--- src/rtl/wb_periph_pkg.sv ---
// Shared types and constants for the Wishbone peripheral controller.
// WB_PERIPH_STATUS_EN adds an internal status slave just above the external select bits.
package wb_periph_pkg;

    typedef enum logic [1:0] {
        ST_IDLE = 2'd0,
        ST_WAIT = 2'd1,
        ST_DERR = 2'd2,
        ST_TERR = 2'd3
    } state_t;

    localparam logic [1:0] CAUSE_NONE    = 2'd0;
    localparam logic [1:0] CAUSE_DECODE  = 2'd1;
    localparam logic [1:0] CAUSE_TIMEOUT = 2'd2;

    localparam int ERRCNT_W  = 8;
    localparam int LASTADR_W = 16;

`ifdef WB_PERIPH_STATUS_EN
    localparam int STATUS_SLV = 1;
`else
    localparam int STATUS_SLV = 0;
`endif

    function automatic logic is_onehot(input logic [31:0] v);
        return (v != 32'd0) && ((v & (v - 32'd1)) == 32'd0);
    endfunction

endpackage

--- src/rtl/wb_onehot_decode.sv ---
// Slave-select field decode: valid only when exactly one bit is set.
// Produces the gated one-hot select and a binary index for the read-data mux.
module wb_onehot_decode
    import wb_periph_pkg::*;
#(
    parameter int W  = 3,
    parameter int IW = (W > 1) ? $clog2(W) : 1
) (
    input  logic [W-1:0]  f_i,
    output logic          valid_o,
    output logic [W-1:0]  sel_o,
    output logic [IW-1:0] idx_o
);

    assign valid_o = is_onehot(32'(f_i));
    assign sel_o   = valid_o ? f_i : '0;

    always_comb begin
        idx_o = '0;
        for (int k = 0; k < W; k++) begin
            if (f_i[k]) idx_o = IW'(k);
        end
    end

endmodule

--- src/rtl/wb_periph_ctrl.sv ---
// Wishbone classic peripheral controller: one-hot slave select, ACK/data muxing, ACK watchdog.
// Build option WB_PERIPH_STATUS_EN adds a status slave (errcnt, cause, last faulting address).
module wb_periph_ctrl
    import wb_periph_pkg::*;
#(
    parameter int NSLV    = 3,
    parameter int SLVBIT0 = 2,
    parameter int TOWIDTH = 8,
    parameter int TIMEOUT = 200
) (
    input  logic              CLK_I,
    input  logic              RST_I,
    input  logic              STB_I,
    input  logic              WE_I,
    input  logic [31:0]       ADR_I,
    input  logic [31:0]       DAT_I,
    output logic              ACK_O,
    output logic [31:0]       DAT_O,
    output logic [NSLV-1:0]   s_STB_O,
    input  logic [NSLV-1:0]   s_ACK_I,
    input  logic [32*NSLV-1:0] s_DAT_I,
    input  logic              clr_err_i,
    output logic              buserr_o
);

    localparam int FW = NSLV + STATUS_SLV;
    localparam int IW = (FW > 1) ? $clog2(FW) : 1;

    state_t               state_q;
    logic [TOWIDTH-1:0]   cnt_q;
    logic                 buserr_q, buserr_d;

    logic [FW-1:0]        f;
    logic                 f_valid;
    logic [FW-1:0]        f_sel;
    logic [IW-1:0]        f_idx;
    logic                 active, req, err_cyc, ack_hit, stat_wr;
    logic [31:0]          rd_dat;
    logic                 unused_bits;

    assign f = ADR_I[SLVBIT0 +: FW];

    wb_onehot_decode #(.W(FW), .IW(IW)) u_dec (
        .f_i    (f),
        .valid_o(f_valid),
        .sel_o  (f_sel),
        .idx_o  (f_idx)
    );

    // Reset gates the bus outputs directly so they drop without waiting for a clock.
    assign active  = ~RST_I & ((state_q == ST_IDLE) | (state_q == ST_WAIT));
    assign err_cyc = ~RST_I & ((state_q == ST_DERR) | (state_q == ST_TERR));
    assign req     = active & STB_I & f_valid;
    assign s_STB_O = req ? f_sel[NSLV-1:0] : '0;

`ifdef WB_PERIPH_STATUS_EN
    logic                  stat_sel;
    logic [ERRCNT_W-1:0]   errcnt_q;
    logic [1:0]            cause_q;
    logic [LASTADR_W-1:0]  lastadr_q;
    logic [31:0]           status_word;

    assign stat_sel    = req & f_sel[NSLV];
    assign stat_wr     = stat_sel & WE_I;
    assign ack_hit     = (|(s_ACK_I & s_STB_O)) | stat_sel;
    assign status_word = {errcnt_q, 6'b0, cause_q, lastadr_q};

    always_ff @(posedge CLK_I or posedge RST_I) begin
        if (RST_I) begin
            errcnt_q  <= '0;
            cause_q   <= CAUSE_NONE;
            lastadr_q <= '0;
        end else if (err_cyc) begin
            if (errcnt_q != '1) errcnt_q <= errcnt_q + 1'b1;
            cause_q   <= (state_q == ST_TERR) ? CAUSE_TIMEOUT : CAUSE_DECODE;
            lastadr_q <= ADR_I[LASTADR_W-1:0];
        end else if (stat_wr) begin
            errcnt_q  <= '0;
            cause_q   <= CAUSE_NONE;
            lastadr_q <= '0;
        end
    end
`else
    assign stat_wr = 1'b0;
    assign ack_hit = |(s_ACK_I & s_STB_O);
`endif

    assign ACK_O = ack_hit | err_cyc;

    always_comb begin
        rd_dat = '0;
        if (req) begin
            for (int k = 0; k < NSLV; k++) begin
                if (f_idx == IW'(k)) rd_dat = s_DAT_I[32*k +: 32];
            end
`ifdef WB_PERIPH_STATUS_EN
            if (f_idx == IW'(NSLV)) rd_dat = status_word;
`endif
        end
    end
    assign DAT_O = rd_dat;

    // A terminating error outranks a same-cycle clear so firmware never misses it.
    always_comb begin
        buserr_d = buserr_q;
        if (err_cyc)
            buserr_d = 1'b1;
        else if (clr_err_i | stat_wr)
            buserr_d = 1'b0;
    end

    always_ff @(posedge CLK_I or posedge RST_I) begin
        if (RST_I) begin
            state_q  <= ST_IDLE;
            cnt_q    <= '0;
            buserr_q <= 1'b0;
        end else begin
            buserr_q <= buserr_d;
            case (state_q)
                ST_IDLE: begin
                    if (STB_I) begin
                        if (!f_valid) begin
                            state_q <= ST_DERR;
                        end else if (!ack_hit) begin
                            state_q <= ST_WAIT;
                            cnt_q   <= TOWIDTH'(1);
                        end
                    end
                end
                ST_WAIT: begin
                    if (!STB_I || ack_hit) begin
                        state_q <= ST_IDLE;
                        cnt_q   <= '0;
                    end else if (cnt_q == TOWIDTH'(TIMEOUT - 1)) begin
                        state_q <= ST_TERR;
                        cnt_q   <= '0;
                    end else begin
                        cnt_q <= cnt_q + 1'b1;
                    end
                end
                default: begin
                    state_q <= ST_IDLE;
                    cnt_q   <= '0;
                end
            endcase
        end
    end

    assign buserr_o    = buserr_q;
    assign unused_bits = ^{ADR_I, DAT_I, WE_I};

endmodule
--- config.mk ---
export PLATFORM = sky130hd
export DESIGN_NAME = wb_periph_ctrl
export DESIGN_NICKNAME = d
export VERILOG_FILES = /design/src/rtl/wb_periph_pkg.sv /design/src/rtl/wb_onehot_decode.sv /design/src/rtl/wb_periph_ctrl.sv
export SDC_FILE = /design/constraint.sdc
export NUM_CORES = 1
export LEC_CHECK = 0
export ABC_AREA = 1
export BUFFER_PORTS_ARGS = -buffer_cell sky130_fd_sc_hd__clkbuf_2
export CAP_MARGIN = 20
export CELL_PAD_IN_SITES_DETAIL_PLACEMENT = 2
export CELL_PAD_IN_SITES_GLOBAL_PLACEMENT = 2
export CORE_ASPECT_RATIO = 0.7
export CORE_MARGIN = 1.5
export CORE_UTILIZATION = 11
export DETAILED_ROUTE_END_ITERATION = 16
export PLACE_DENSITY_LB_ADDON = 0.1
export SETUP_SLACK_MARGIN = 0.15
export SYNTH_ARGS = -nofsm -noshare
export SYNTH_HDL_FRONTEND = slang
export SYNTH_SLANG_ARGS = --single-unit
--- constraint.sdc ---
create_clock -name CLK_I -period 1.8 [get_ports CLK_I]
set_clock_uncertainty 0.2 [all_clocks]
set_input_delay 0.09 -clock CLK_I [delete_from_list [all_inputs] [get_ports CLK_I]]
set_output_delay 0.09 -clock CLK_I [all_outputs]
set_load 0.01 [all_outputs]
==> Word level (Yosys, flattened, before mapping) <==
Cells that the tools add are included.
{ "op_classes": {"muxes": 22, "n_eq_ne": 11, "n_addsub": 2, "reduce_logical": 11, "n_bitwise": 10} }
{ "ops": {"columns": ["cell", "n"], "rows": [
  ["two-way mux 32 bit", 4],
  ["two-way mux 8 bit", 5],
  ["AND 3 x 32 -> 32 bit", 1],
  ["logical NOT 32 bit", 1],
  ["case mux 8 bit (2 select lines)", 1],
  ["two-way mux 2 bit", 6],
  ["adder 8 x 1 -> 8 bit, second input constant", 1],
  ["== test 8 bit, second input constant", 1],
  ["== test 2 bit, second input constant", 3],
  ["two-way mux 3 bit", 2],
  ["inequality test 2 bit, second input constant", 3],
  ["AND reduction 3 bit", 2],
  ["AND 1 bit", 4],
  ["== test 2 x 1 -> 1 bit, second input constant", 2],
  ["logical NOT 2 bit", 2],
  ["case mux 2 bit (2 select lines)", 1],
  ["subtractor 3 x 1 -> 4 bit, second input constant", 1],
  ["AND 3 bit", 1],
  ["two-way mux 1 bit", 3],
  ["inequality test 3 x 1 -> 1 bit, second input constant", 1],
  ["inequality test 3 bit, second input constant", 1],
  ["OR 1 bit", 3],
  ["nonzero test 3 bit", 1],
  ["OR reduction 3 bit", 1],
  ["5 further kinds", 5]
]} }
{ "word_totals": {"ff_bits": 11, "out_inout_bits": 37, "in_bits": 168} }

==> Depth between registers and ports, before layout <==
Gate-level depths: netlist of the first run.
{ "depth": {"word_depth": 12, "depth_mapped": 12, "depth_no_buf": 12} }

==> Modules after synthesis <==
A second synthesis of the first run with hierarchy kept.
{ "unflattened": {"cells_unflattened": 337, "hier_area_um2": 1818.0} }
{ "by_module_without_submodules": {"columns": ["mod", "area_per_inst_um2", "seq_area_each_um2", "cells_per_inst", "instances"], "rows": [
  ["wb_periph_ctrl", 1761.7, 275.3, 326, 1],
  ["wb_onehot_decode", 56.3, 0.0, 11, 1]
]} }

==> Worst setup path after synthesis of the first run <==
OpenSTA, ideal clock, no wires.
{ "synth_timing": {"kind": "reg2reg", "start": "reg cnt_q[0]", "end": "reg cnt_q[0]", "path_slack_ns": 0.259, "period_less_slack_ns": 1.541, "arrival_ns": 1.225, "setup_time_ns": 0.116, "n_path_buf": 0, "path_stages_with_launch": 9, "path_cell_list": "dfrtp_1 -> ha_1 -> nand2_1 -> nor4_1 -> nor2_1 -> nand4_1 -> nand2_1 -> nand2_1 -> nand2_1"} }
{ "synth_via": {"elab_chain_len": 4} }
{ "synth_lines": {"columns": ["item", "line", "source"], "rows": [
  ["start, declared", "wb_periph_ctrl.sv:30", "logic [TOWIDTH-1:0] cnt_q;"],
  ["start signal, assigned", "wb_periph_ctrl.sv:138", "cnt_q <= cnt_q + 1'b1;"],
  ["adder 8 x 1 -> 8 bit / == test 8 bit (equally long branches)", "wb_periph_ctrl.sv:138, wb_periph_ctrl.sv:134", null],
  ["two-way mux 8 bit (*)", "wb_periph_ctrl.sv:134", "end else if (cnt_q == TOWIDTH'(TIMEOUT - 1)) begin"],
  ["two-way mux 8 bit (*)", "wb_periph_ctrl.sv:131", "if (!STB_I || ack_hit) begin"],
  ["case mux 8 bit (2 select lines) (*)", "wb_periph_ctrl.sv:119", "case (state_q)"]
]} }
Every way passes the cells marked *; elsewhere a longest branch is shown, timed or not.
A chain may end at the register's enable or synchronous reset.

==> Worst setup path in the final report of the first run <==
{ "layout_timing": {"start": "reg state_q[1]", "end": "out DAT_O[9]"} }
{ "layout_via": {"elab_chain_len": 6} }
{ "layout_lines": {"columns": ["item", "line", "source"], "rows": [
  ["start, declared", "wb_periph_ctrl.sv:29", "state_t state_q;"],
  ["start signal, assigned", "wb_periph_ctrl.sv:114", "state_q <= ST_IDLE;"],
  ["start signal, assigned", "wb_periph_ctrl.sv:123", "state_q <= ST_DERR;"],
  ["start signal, assigned", "wb_periph_ctrl.sv:125", "state_q <= ST_WAIT;"],
  ["== test 2 x 1 -> 1 bit / logical NOT 2 bit (equally long branches)", "wb_periph_ctrl.sv:51", "assign active = ~RST_I & ((state_q == ST_IDLE) | (state_q == ST_WAIT));"],
  ["OR 1 bit (*)", "wb_periph_ctrl.sv:51", null],
  ["AND 1 bit (*)", "wb_periph_ctrl.sv:51", null],
  ["AND 1 bit (*) (2 in a row)", "wb_periph_ctrl.sv:53", "assign req = active & STB_I & f_valid;"],
  ["two-way mux 32 bit (*)", "wb_periph_ctrl.sv:92", "if (req) begin"],
  ["end, declared", "wb_periph_ctrl.sv:18", "output logic [31:0] DAT_O,"]
]} }
Marked as above.

==> impl_results.md, run 1 <==
- Status: finished with violations
- Failing checks: negative setup slack
- CP peak stage delay: 0.38 ns
- Synth Flop Type: dfrtp_1
- Multi-input gate area: 1139 sq um
- Worst-margin pin slew: 0.5923 ns
- Via density: 4.054
- Synth top area cells: nand2_1 (34%), dfrtp_1 (19%), a31oi_1 (14%), inv_1 (3.7%), nor2_1 (3.4%)
- Clk_lat worst skew: 0.24 ns
- GRT overflow: 0
- Final Slew Violations: 0
- Max_cap viols: 0
- EDFF count, synth: 0
- Setup WS post-layout: -0.003496 ns
- Synthesized flop and latch total: 11
- Die Ht: 98.11 um
- Power Dens Cells: 535.8 nW/um^2
- Worst path slowest cell: dfrtp_1
- 1st-iter DRT viols: 43
- Share of the synthesized area in the top cell type: 34.07%
- DPL Wire Length: 7.069 mm
- Asr flop ratio synth: 100.0%
- CTS tree: yes
- Hold Vio Cnt, Final: 0
- Post-synth top area cell: nand2_1
- Final Util: 21.83%
- Fmax: 554.5 MHz
- Sequential share of the synthesized area: 19.37%
- LEAKAGE: 1.456 nW
- Initial core utilization: 11.36%
- Die footprint: 13620 sq um
- Post-synth design cell area: 1421 sq um
- Mean routed wirelength per cell: 15.43 um
- Total CTS buffers: 3
- Crit path capture type: primary output
- Global-route usage over all layers: 12.90%
- Post-route ant nets: 0
- Number of synthesis warnings: 0
- First-pass GRT wire length: 13.91 mm
- Final Critical Period: 1.803 ns
- Total Neg Setup Slack: -0.006154 ns
- Clock Sinks: 11
- Layout cell share with drive strength beyond 1: 52.06%
- Critical-path cell list: inv_2, nand2_2, nor2_4, nand2_1, buf_12, a31oi_1, clkbuf_2
- CP Class: reg2out
- CP top delay family: buffers and inverters
- FF/Latch Area: 275.3 sq um
- Worst VDD drop: 218.7 uV
- Layout net count: 583
- CTS Buffer Depth: 2
- Root buf cell: clkbuf_16
- Syn Area/Cell: 5.574 sq um
- DRC violation count after routing: 0
- Vias in the first global route: 2469
- Worst hold path class: in2reg
- Area Overhead vs Synth: 92.08%
- Buffers on Ports: 142
- Relative slew slack: 60.38%
- Clock Pin Slew Worst Setup and Hold Paths: 0.04 ns
- TritonRoute pass-1 iters: 4
- Syn_nets: 424
- Initial antenna violation count: 0
- Final hold slack: 0.1395 ns
- Top-Level Pins: 205
- Cells after Synth: 255
- Placeable Area: 12510 sq um
- Worst path buffer plus inverter count: 3
- Arrival @ worst endpoint: 1.51 ns
- # H-tree levels: 1
- Placer congestion estimate: 0.7266
- Final setup vio count: 2
- RSZ-0062 raised after global routing: yes
- Antenna diodes: 0
- Fillers: 1542
- DRT Wirelength: 8.875 mm
- Critical Path Source Type: register
- Largest net degree at the start of global routing: 33
- Total number of vias: 2331
- Final Cycle Share: 100.2%
- Die Width: 138.9 um
- Yosys cell types: 27
- CP required: 1.51 ns
- Rows: 34
- CP max FO: 32
routing by layer:
metal  track usage [%]  routed length [um]
met5                 0                   0
met4            0.9615                  30
met3             1.667                 314
met2             24.03                4488
met1             16.54                4041
report_power, final:
| group | total (mW) | internal [mW] | switching [mW] |
|---|---|---|---|
| logic | 0.731 | 0.326 | 0.405 |
| clock network | 0.418 | 0.298 | 0.120 |
| registers | 0.314 | 0.285 | 0.0286 |
repair_timing:
action / in CTS / in global routing
setup endpoints to repair: 44 / 44
hold endpoints to repair: 12 / 0
hold buffers: 2 / 0
gates resized for setup: 18 / 50
pin swaps: 10 / 11
setup buffers: 8 / 3
synthesized netlist by cell type (2+ instances only):
cell type and instances:
nand2_1 129, a31oi_1 32, inv_1 14, nor2_1 13
dfrtp_1 11, nand3_1 8, clkbuf_1 7, buf_2 6
inv_2 6, nand4_1 5, nand2_2 3, nor2_2 3
xor2_1 3, nand3b_1 2
kinds of logic after synthesis:
family | Yosys count | share of synthesized area, %
compound gates | 36 | 15.84
xor+xnor | 4 | 2.465
fa+ha+maj | 1 | 0.8801
buf+inv | 34 | 10.04
flops | 11 | 19.37
simple gates | 169 | 51.41
metrics by stage:
stage	setup slack, ns	area (sq um)	std cells	power (mW)
global route	-0.1399	2730	575	1.584
global placement	0.01977	2392	558	0.8923
floorplan	0.2588	1421	255	0.6014
CTS	-0.06218	2620	572	1.451
finish	-0.003496	2730	575	1.463
detailed placement	0.01745	2392	558	0.9139
state kept, by name (all words and copies together), names as in the netlist:
name / flops
buserr_o: 1
cnt_q: 8
state_q: 2
area by class of cell:
| cell class | instances | area share, % |
|---|---|---|
| sequential | 11 | 10.08 |
| tap | 162 | 7.424 |
| multi-input combinational | 210 | 41.70 |
| timing repair buffer | 168 | 35.15 |
| clock buffer | 4 | 2.887 |
| inverter | 20 | 2.750 |
worst paths after layout:
check | from | endpoint | slack [ns] | cells after the start
worst max-delay path | state_q[1] | DAT_O[9] | -0.003 | 7
worst min-delay path | s_ACK_I[2] | cnt_q[0] | 0.14 | 6
worst max register to register | state_q[1] | cnt_q[3] | -0.003 | 12
worst min register to register | buserr_o | buserr_o | 0.33 | 2
max in group asynchronous | RST_I | cnt_q[3] | 0.58 | 4
min in group asynchronous | RST_I | state_q[0] | 0.43 | 4
layout by cell type, fill, tap and decap left out, drive strengths merged:
cell type,count
nand2,133
inv,20
dlygate4sd3,2
nand3b,2
xor2,3
o21bai,1
a31oi,32
or2,1
o21ai,2
xnor2,1
dfrtp,11
nand4,5
nor4,1
clkbuf,117
ha,1
buf,53
nor3b,1
nor2,17
nand3,9
o211ai,1
worst min-delay path, delay by kind of cell:
kind	cells	cell delay (ns)
and+or+nand+nor	5	0.36
buffers and inverters	1	0.08
(Power assumes the default switching activity.)
==> run 2, diff against run 1 <==
- ABC_AREA: 1 -> not set
- CORE_UTILIZATION: 11 -> 16
==> run 2 against run 1 <==
Net effect: cell count down 3.7%; highest routed layer unchanged; critical path depth down 1; first-iteration DRC count up 23%; the flow still finishes with violations (negative setup slack); final area up 25%; sequential cell count unchanged.
==> impl_results.md, run 2 <==
- Vias in the first global route: 2475 (+0.24%)
- 1st-iter DRT viols: 53 (+23%)
- DRT Wirelength: 8.249 mm (-7.1%)
- Max_cap viols: 0 (unchanged)
- Arrival @ worst endpoint: 1.70 ns (+0.19 ns)
- Number of flip-flops in the largest register: 8 (unchanged)
- TritonRoute pass-1 iters: 4 (unchanged)
- Failing checks: negative setup slack
- Hold Vio Cnt, Final: 0 (unchanged)
- Design area: 3426 sq um (+25%)
- Antenna diodes: 0 (unchanged)
- Buffers on Ports: 142 (unchanged)
- Post-synth design cell area: 1836 sq um (+29%)
- Rows: 32 (-5.9%)
- Final setup vio count: 43 (+41)
- # H-tree levels: 1 (unchanged)
- Final Util: 30.89% (+9.1 points)
- R2R cell count: 6 (-6)
- Clk_lat worst skew: 0.24 ns (about the same)
- Root buf cell: clkbuf_16
- Final Cycle Share: 110.7% (+11 points)
- GRT overflow: 0 (unchanged)
- EDFF count, synth: 0 (unchanged)
- Placeable Area: 11090 sq um (-11%)
- CTS Buffer Depth: 2 (unchanged)
- Die footprint: 12130 sq um (-11%)
- Fillers: 1315 (-15%)
- Multi-input gate area: 1493 sq um (+31%)
- Largest net degree at the start of global routing: 57 (+73%)
- Initial antenna violation count: 0 (unchanged)
- Post-Layout Cell Count: 554 (-3.7%)
- Critical-path cell list: or4b_4, a21oi_4, buf_6, nor2_2, nand2_1, buf_2
- Critical Path Source Type: register
- Crit path capture type: primary output
- Pwr Total: 1.349 mW (-7.8%)
- Post-synth top cells: nor2_1 (41), a21oi_1 (33), mux2i_1 (33), nor2_4 (30), inv_1 (12)
- CTS tree: yes
- Synthesized flop and latch total: 11 (unchanged)
- Total Neg Setup Slack: -5.586 ns (-5.580 ns)
- Worst path slowest cell: or4b_4
- Share of the synthesized area in the top cell type: 18.40% (-16 points)
- Hold path cells: 5 (-1)
- Clock Sinks: 11 (unchanged)
- Top-Level Pins: 205 (unchanged)
- Global-route usage over all layers: 13.26% (+0.35 points)
- First-pass GRT wire length: 12.54 mm (-9.8%)
- Area Overhead vs Synth: 86.64%
- CP Class: reg2out
- Total CTS buffers: 3 (unchanged)
- LEAKAGE: 1.610 nW (+11%)
- Status: finished with violations
- Sequential share of the synthesized area: 15.00% (-4.4 points)
- Layout net count: 571 (-2.1%)
- Cells after Synth: 237 (-7.1%)
- Fmax: 501.8 MHz (-9.5%)
- Most flop-heavy register: cnt_q
- Syn Area/Cell: 7.745 sq um (+39%)
- CP peak stage delay: 0.55 ns (+0.17 ns)
- Number of synthesis warnings: 0 (unchanged)
- Placer congestion estimate: 0.7222 (-0.61%)
- Asr flop ratio synth: 100.0% (unchanged)
- RSZ-0062 raised after global routing: yes
- Relative slew slack: 61.88% (+1.5 points)
- Worst VDD drop: 307.4 uV (+41%)
- CP required: 1.51 ns (about the same)
- Mean routed wirelength per cell: 14.89 um (-3.5%)
- Syn_nets: 406 (-4.2%)
- FF/Latch Area: 275.3 sq um (unchanged)
- Worst-margin pin slew: 0.5718 ns (-0.02059 ns)
- Post-synth top area cell: nor2_4
- Placed cells: 538 (-3.6%)
- Most common cell in the synthesized netlist: nor2_1
- Post-route ant nets: 0 (unchanged)
- Synth Flop Type: dfrtp_1
- Setup WS post-layout: -0.1929 ns (-0.1894 ns)
- Total number of vias: 2349 (+0.77%)
- Layout cell share with drive strength beyond 1: 56.61% (+4.6 points)
- Worst hold path class: in2reg
- Power Dens Cells: 393.6 nW/um^2 (-27%)
- Final Critical Period: 1.993 ns (+0.1894 ns)
- Via density: 4.240 (+4.6%)
- Commonest non-fill, non-tap cells in the layout: clkbuf_2 (107), nor2_1 (38), mux2i_1 (33), a21oi_1 (33), nor2_4 (32)
- Initial core utilization: 16.55% (+5.2 points)
- DRC violation count after routing: 0 (unchanged)
- Die Ht: 92.61 um (-5.6%)
- Synth top area cells: nor2_4 (18%), mux2i_1 (18%), dfrtp_1 (15%), a21oi_1 (9.0%), nor2_1 (8.4%)
- DPL Wire Length: 6.697 mm (-5.3%)
- CP max FO: 3 (-91%)
- Post-DP Area: 2834 sq um (+18%)
- Final Slew Violations: 0 (unchanged)
- Die Width: 131.0 um (-5.7%)
- Yosys cell types: 39 (+44%)
- Clock Pin Slew Worst Setup and Hold Paths: 0.04 ns (about the same)
- Most common cell after layout, fill and taps aside: clkbuf_2
==> run 2: final cells by class <==
class | count | share of cell area (%)
Multi-Input combinational cell | 197 | 43.57
Timing Repair Buffer | 177 | 39.19
Sequential cell | 11 | 8.035
Tap cell | 153 | 5.588
Clock buffer | 4 | 2.301
Inverter | 12 | 1.315
==> run 2: final timing paths <==
path | start | end | slack, ns
setup / recovery | state_q[1] | ACK_O | -0.19
hold / removal | STB_I | state_q[1] | 0.21
setup reg to reg | state_q[1] | cnt_q[6] | -0.11
hold reg to reg | buserr_o | buserr_o | 0.33
max in group asynchronous | RST_I | state_q[1] | 0.98
min in group asynchronous | RST_I | state_q[0] | 0.26
==> run 2: cell families (layout without fill, tap and decap cells) <==
family | count (synthesis) | after routing | share of synthesized area (%)
adder cells (fa/ha/maj) | 1 | 1 | 0.6816
multiplexers | 33 | 33 | 18.00
flip-flops | 11 | 11 | 15.00
buffers and inverters | 29 | 193 | 9.339
XOR/XNOR | 2 | 2 | 0.9545
AND/OR/NAND/NOR | 107 | 107 | 38.65
AO/OA/AOI/OAI | 54 | 54 | 17.38
==> run 2: where the power goes <==
group	switching [mW]	internal, mW
Clock	0.114	0.298
Combinational	0.331	0.326
Sequential	0.0150	0.265
Total	0.460	0.889
==> run 2: critical path, delay by kind of cell (launching register included) <==
family | cells | cell delay [ns]
flops | 1 | 0.40
simple gates | 3 | 0.63
compound gates | 1 | 0.18
buf+inv | 2 | 0.26
==> run 2: layer usage <==
metal	global-route usage, %	routed length [um]	vias to the layer above
met5	0	0	-
met4	1.099	23	0
li1	-	-	1156
met3	4.910	646	2
met2	22.77	4168	70
met1	16.34	3410	1121
==> run 2: stage by stage <==
step / setup WS, ns / hold WS [ns]
3_3_place_gp: -0.09221 / -0.03652
5_1_grt: -0.2674 / 0.2486
2_1_floorplan: 0.1387 / -0.2495
4_1_cts: -0.2502 / 0.1951
6_report: -0.1929 / 0.2136
3_5_place_dp: -0.1187 / -0.02747
==> run 2: what timing repair did <==
| item | CTS | global route |
|---|---|---|
| setup buffers | 5 | 3 |
| setup endpoints to repair | 45 | 45 |
| cloned | 2 | 0 |
| gates resized for setup | 31 | 66 |
| endpoints found under the hold margin | 12 | 0 |
| pin swaps | 31 | 6 |
| hold buffers | 2 | 0 |
==> run 3, diff against run 2 <==
- CORE_MARGIN: 1.5 -> 4
==> run 3 against run 2 <==
Net effect: the flow still finishes with violations (negative setup slack); sequential cell count did not move; register-to-register slack got worse by 0.06 ns; via count fell by 2.6%; sequential power barely moved; worst setup slack got worse by 0.0091 ns; hold slack got worse by 0.012 ns; combinational power fell by 10%; die area rose by 9.4%; routed wire length rose by 1.5%; total power fell by 5.2%; core utilization fell by 2.6 points; non-clock buffer count fell by 7; critical path type unchanged; critical endpoint is now DAT_O[27]; highest routed layer unchanged.
==> impl_results.md, run 3 (synthesis gave the netlist of run 2 again) <==
- Final setup vio count: 45 (+4.7%)
- Placeable Area: 11090 sq um (unchanged)
- Crit path capture type: primary output
- Critical Path Source Type: register
- Fillers: 1340 (+1.9%)
- Largest net degree at the start of global routing: 63 (+11%)
- Switch Pwr: 431.4 uW (-6.2%)
- Top-Level Pins: 205 (unchanged)
- Die footprint: 13280 sq um (+9.4%)
- Power Dens Cells: 406.9 nW/um^2 (+3.4%)
- Most flop-heavy register: cnt_q
- Hold Vio Cnt, Final: 0 (unchanged)
- Placer congestion estimate: 0.7151 (-0.98%)
- Worst hold path class: in2reg
- Clock power frac: 32.1% (+1.5 points)
- Global-route usage over all layers: 12.33% (-0.93 points)
- Area Overhead vs Synth: 71.17%
- CP top delay family: simple AND/OR/NAND/NOR gates
- CP max FO: 13 (+10)
- TritonRoute pass-1 iters: 4 (unchanged)
- Clock Sinks: 11 (unchanged)
- Most common cell after layout, fill and taps aside: clkbuf_2
- Clock Pin Slew Worst Setup and Hold Paths: 0.04 ns (about the same)
- Worst path buffer plus inverter count: 2 (unchanged)
- Final Critical Period: 2.002 ns (+0.009093 ns)
- Mean routed wirelength per cell: 15.30 um (+2.8%)
- Total Neg Setup Slack: -6.672 ns (-1.086 ns)
- Design area: 3142 sq um (-8.3%)
- Failing checks: negative setup slack
- Arrival @ worst endpoint: 1.71 ns (about the same)
- First-pass GRT wire length: 13.04 mm (+4.0%)
- FF/Latch Area: 275.3 sq um (unchanged)
- CTS Buffer Depth: 2 (unchanged)
- CP required: 1.51 ns (about the same)
- Critical-path cell list: nand2b_4, or3_4, buf_12, nor2_4, clkbuf_2
- Setup WS post-layout: -0.2020 ns (-0.009093 ns)
- Int Pwr: 847.1 uW (-4.7%)
- Post-DP Area: 2819 sq um (-0.53%)
- DRT Wirelength: 8.370 mm (+1.5%)
- Final Cycle Share: 111.2% (+0.51 points)
- Relative slew slack: 48.21% (-14 points)
- Rows: 32 (unchanged)
- Commonest non-fill, non-tap cells in the layout: clkbuf_2 (114), nor2_1 (40), mux2i_1 (33), a21oi_1 (33), nor2_4 (31)
- Clk_lat worst skew: 0.24 ns (about the same)
- LEAKAGE: 1.483 nW (-7.9%)
- Comb pwr share: 46.0% (-2.7 points)
- Hold path cells: 4 (-1)
- Vias in the first global route: 2471 (-0.16%)
- Initial antenna violation count: 0 (unchanged)
- CP Class: reg2out
- GRT overflow: 0 (unchanged)
- Fmax: 499.5 MHz (-0.45%)
- Share of power burned in registers: 21.9% (+1.1 points)
- Number of flip-flops in the largest register: 8 (unchanged)
- Via density: 4.183 (-1.4%)
- CP Depth: 5 (-1)
- R2R cell count: 5 (-1)
- Post-route ant nets: 0 (unchanged)
- Multi-input gate area: 1449 sq um (-2.9%)
- Buffers on Ports: 142 (unchanged)
- RSZ-0062 raised after global routing: yes
- Max_cap viols: 0 (unchanged)
- Layout cell share with drive strength beyond 1: 54.31% (-2.3 points)
- Final hold slack: 0.2013 ns (-0.01233 ns)
- 1st-iter DRT viols: 44 (-17%)
- Status: finished with violations
- Layout net count: 564 (-1.2%)
- Switching share of power: 33.74% (-0.36 points)
- Initial core utilization: 16.55% (unchanged)
- CTS tree: yes
- # H-tree levels: 1 (unchanged)
- Root buf cell: clkbuf_16
- DPL Wire Length: 6.925 mm (+3.4%)
- DRC violation count after routing: 0 (unchanged)
- Worst-margin pin slew: 0.7721 ns (+0.2004 ns)
- Antenna diodes: 0 (unchanged)
- Worst path slowest cell: or3_4
- Total CTS buffers: 3 (unchanged)
- Worst VDD drop: 261.8 uV (-15%)
- Die Ht: 97.61 um (+5.4%)
- Die Width: 136.0 um (+3.8%)
- Total number of vias: 2288 (-2.6%)
- Worst slack, placed: -0.08426 ns (+0.03446 ns)
- Final Slew Violations: 0 (unchanged)
- CP peak stage delay: 0.45 ns (-0.10 ns)
## run 3: worst min-delay path, stage by stage
cell       delay (ns)
clkbuf_2         0.15
o211ai_1         0.17
o31ai_2          0.08
o2bb2ai_1        0.11
## run 3: routing by layer
layer	vias to the layer above	share of wire (%)	global-route usage, %
li1	1146	-	-
met3	2	8.6	4.658
met2	70	50	21.30
met5	-	0	0
met4	0	0.32	1.162
met1	1070	41	15.05
## run 3: layout make-up
type | count | share of cell area [%]
flip-flops and latches | 11 | 8.761
well taps | 153 | 6.093
multi-input cells | 197 | 46.12
repair buffers | 170 | 35.09
clock buffers | 4 | 2.509
inverters | 12 | 1.434
## run 3: power by group through the flow
| stage | Sequential [mW] | Clock (mW) | Combinational (mW) |
|---|---|---|---|
| 2_1_floorplan | 0.284 | 0 | 0.318 |
| 3_3_place_gp | 0.285 | 0 | 0.549 |
| 3_5_place_dp | 0.285 | 0 | 0.557 |
| 4_1_cts | 0.281 | 0.424 | 0.574 |
| 5_1_grt | 0.283 | 0.435 | 0.654 |
| 6_report | 0.280 | 0.410 | 0.588 |
## run 3: per-stage QoR
step	power, mW	instances	utilization, %
after floorplan	0.6026	237	-
after global placement	0.8335	536	25.42
after detailed placement	0.8420	536	25.42
after CTS	1.278	546	26.76
after global routing	1.372	547	28.33
final	1.278	547	28.33
## run 3: repair_timing
action / in CTS / in global routing
setup endpoints to repair: 46 / 46
hold buffers: 2 / 0
buffers inserted: 4 / 1
hold endpoints to repair: 12 / 0
pin swaps: 2 / 5
gates resized for setup: 5 / 59
gates cloned: 0 / 0
## run 3: path summary, 6_finish.rpt
path / start / to / slack, ns
min in group asynchronous: RST_I / state_q[0] / 0.38
worst min register to register: buserr_o / buserr_o / 0.33
worst max register to register: state_q[1] / cnt_q[7] / -0.17
worst min-delay path: STB_I / cnt_q[0] / 0.20
worst max-delay path: state_q[1] / DAT_O[27] / -0.20
max in group asynchronous: RST_I / cnt_q[2] / 0.86
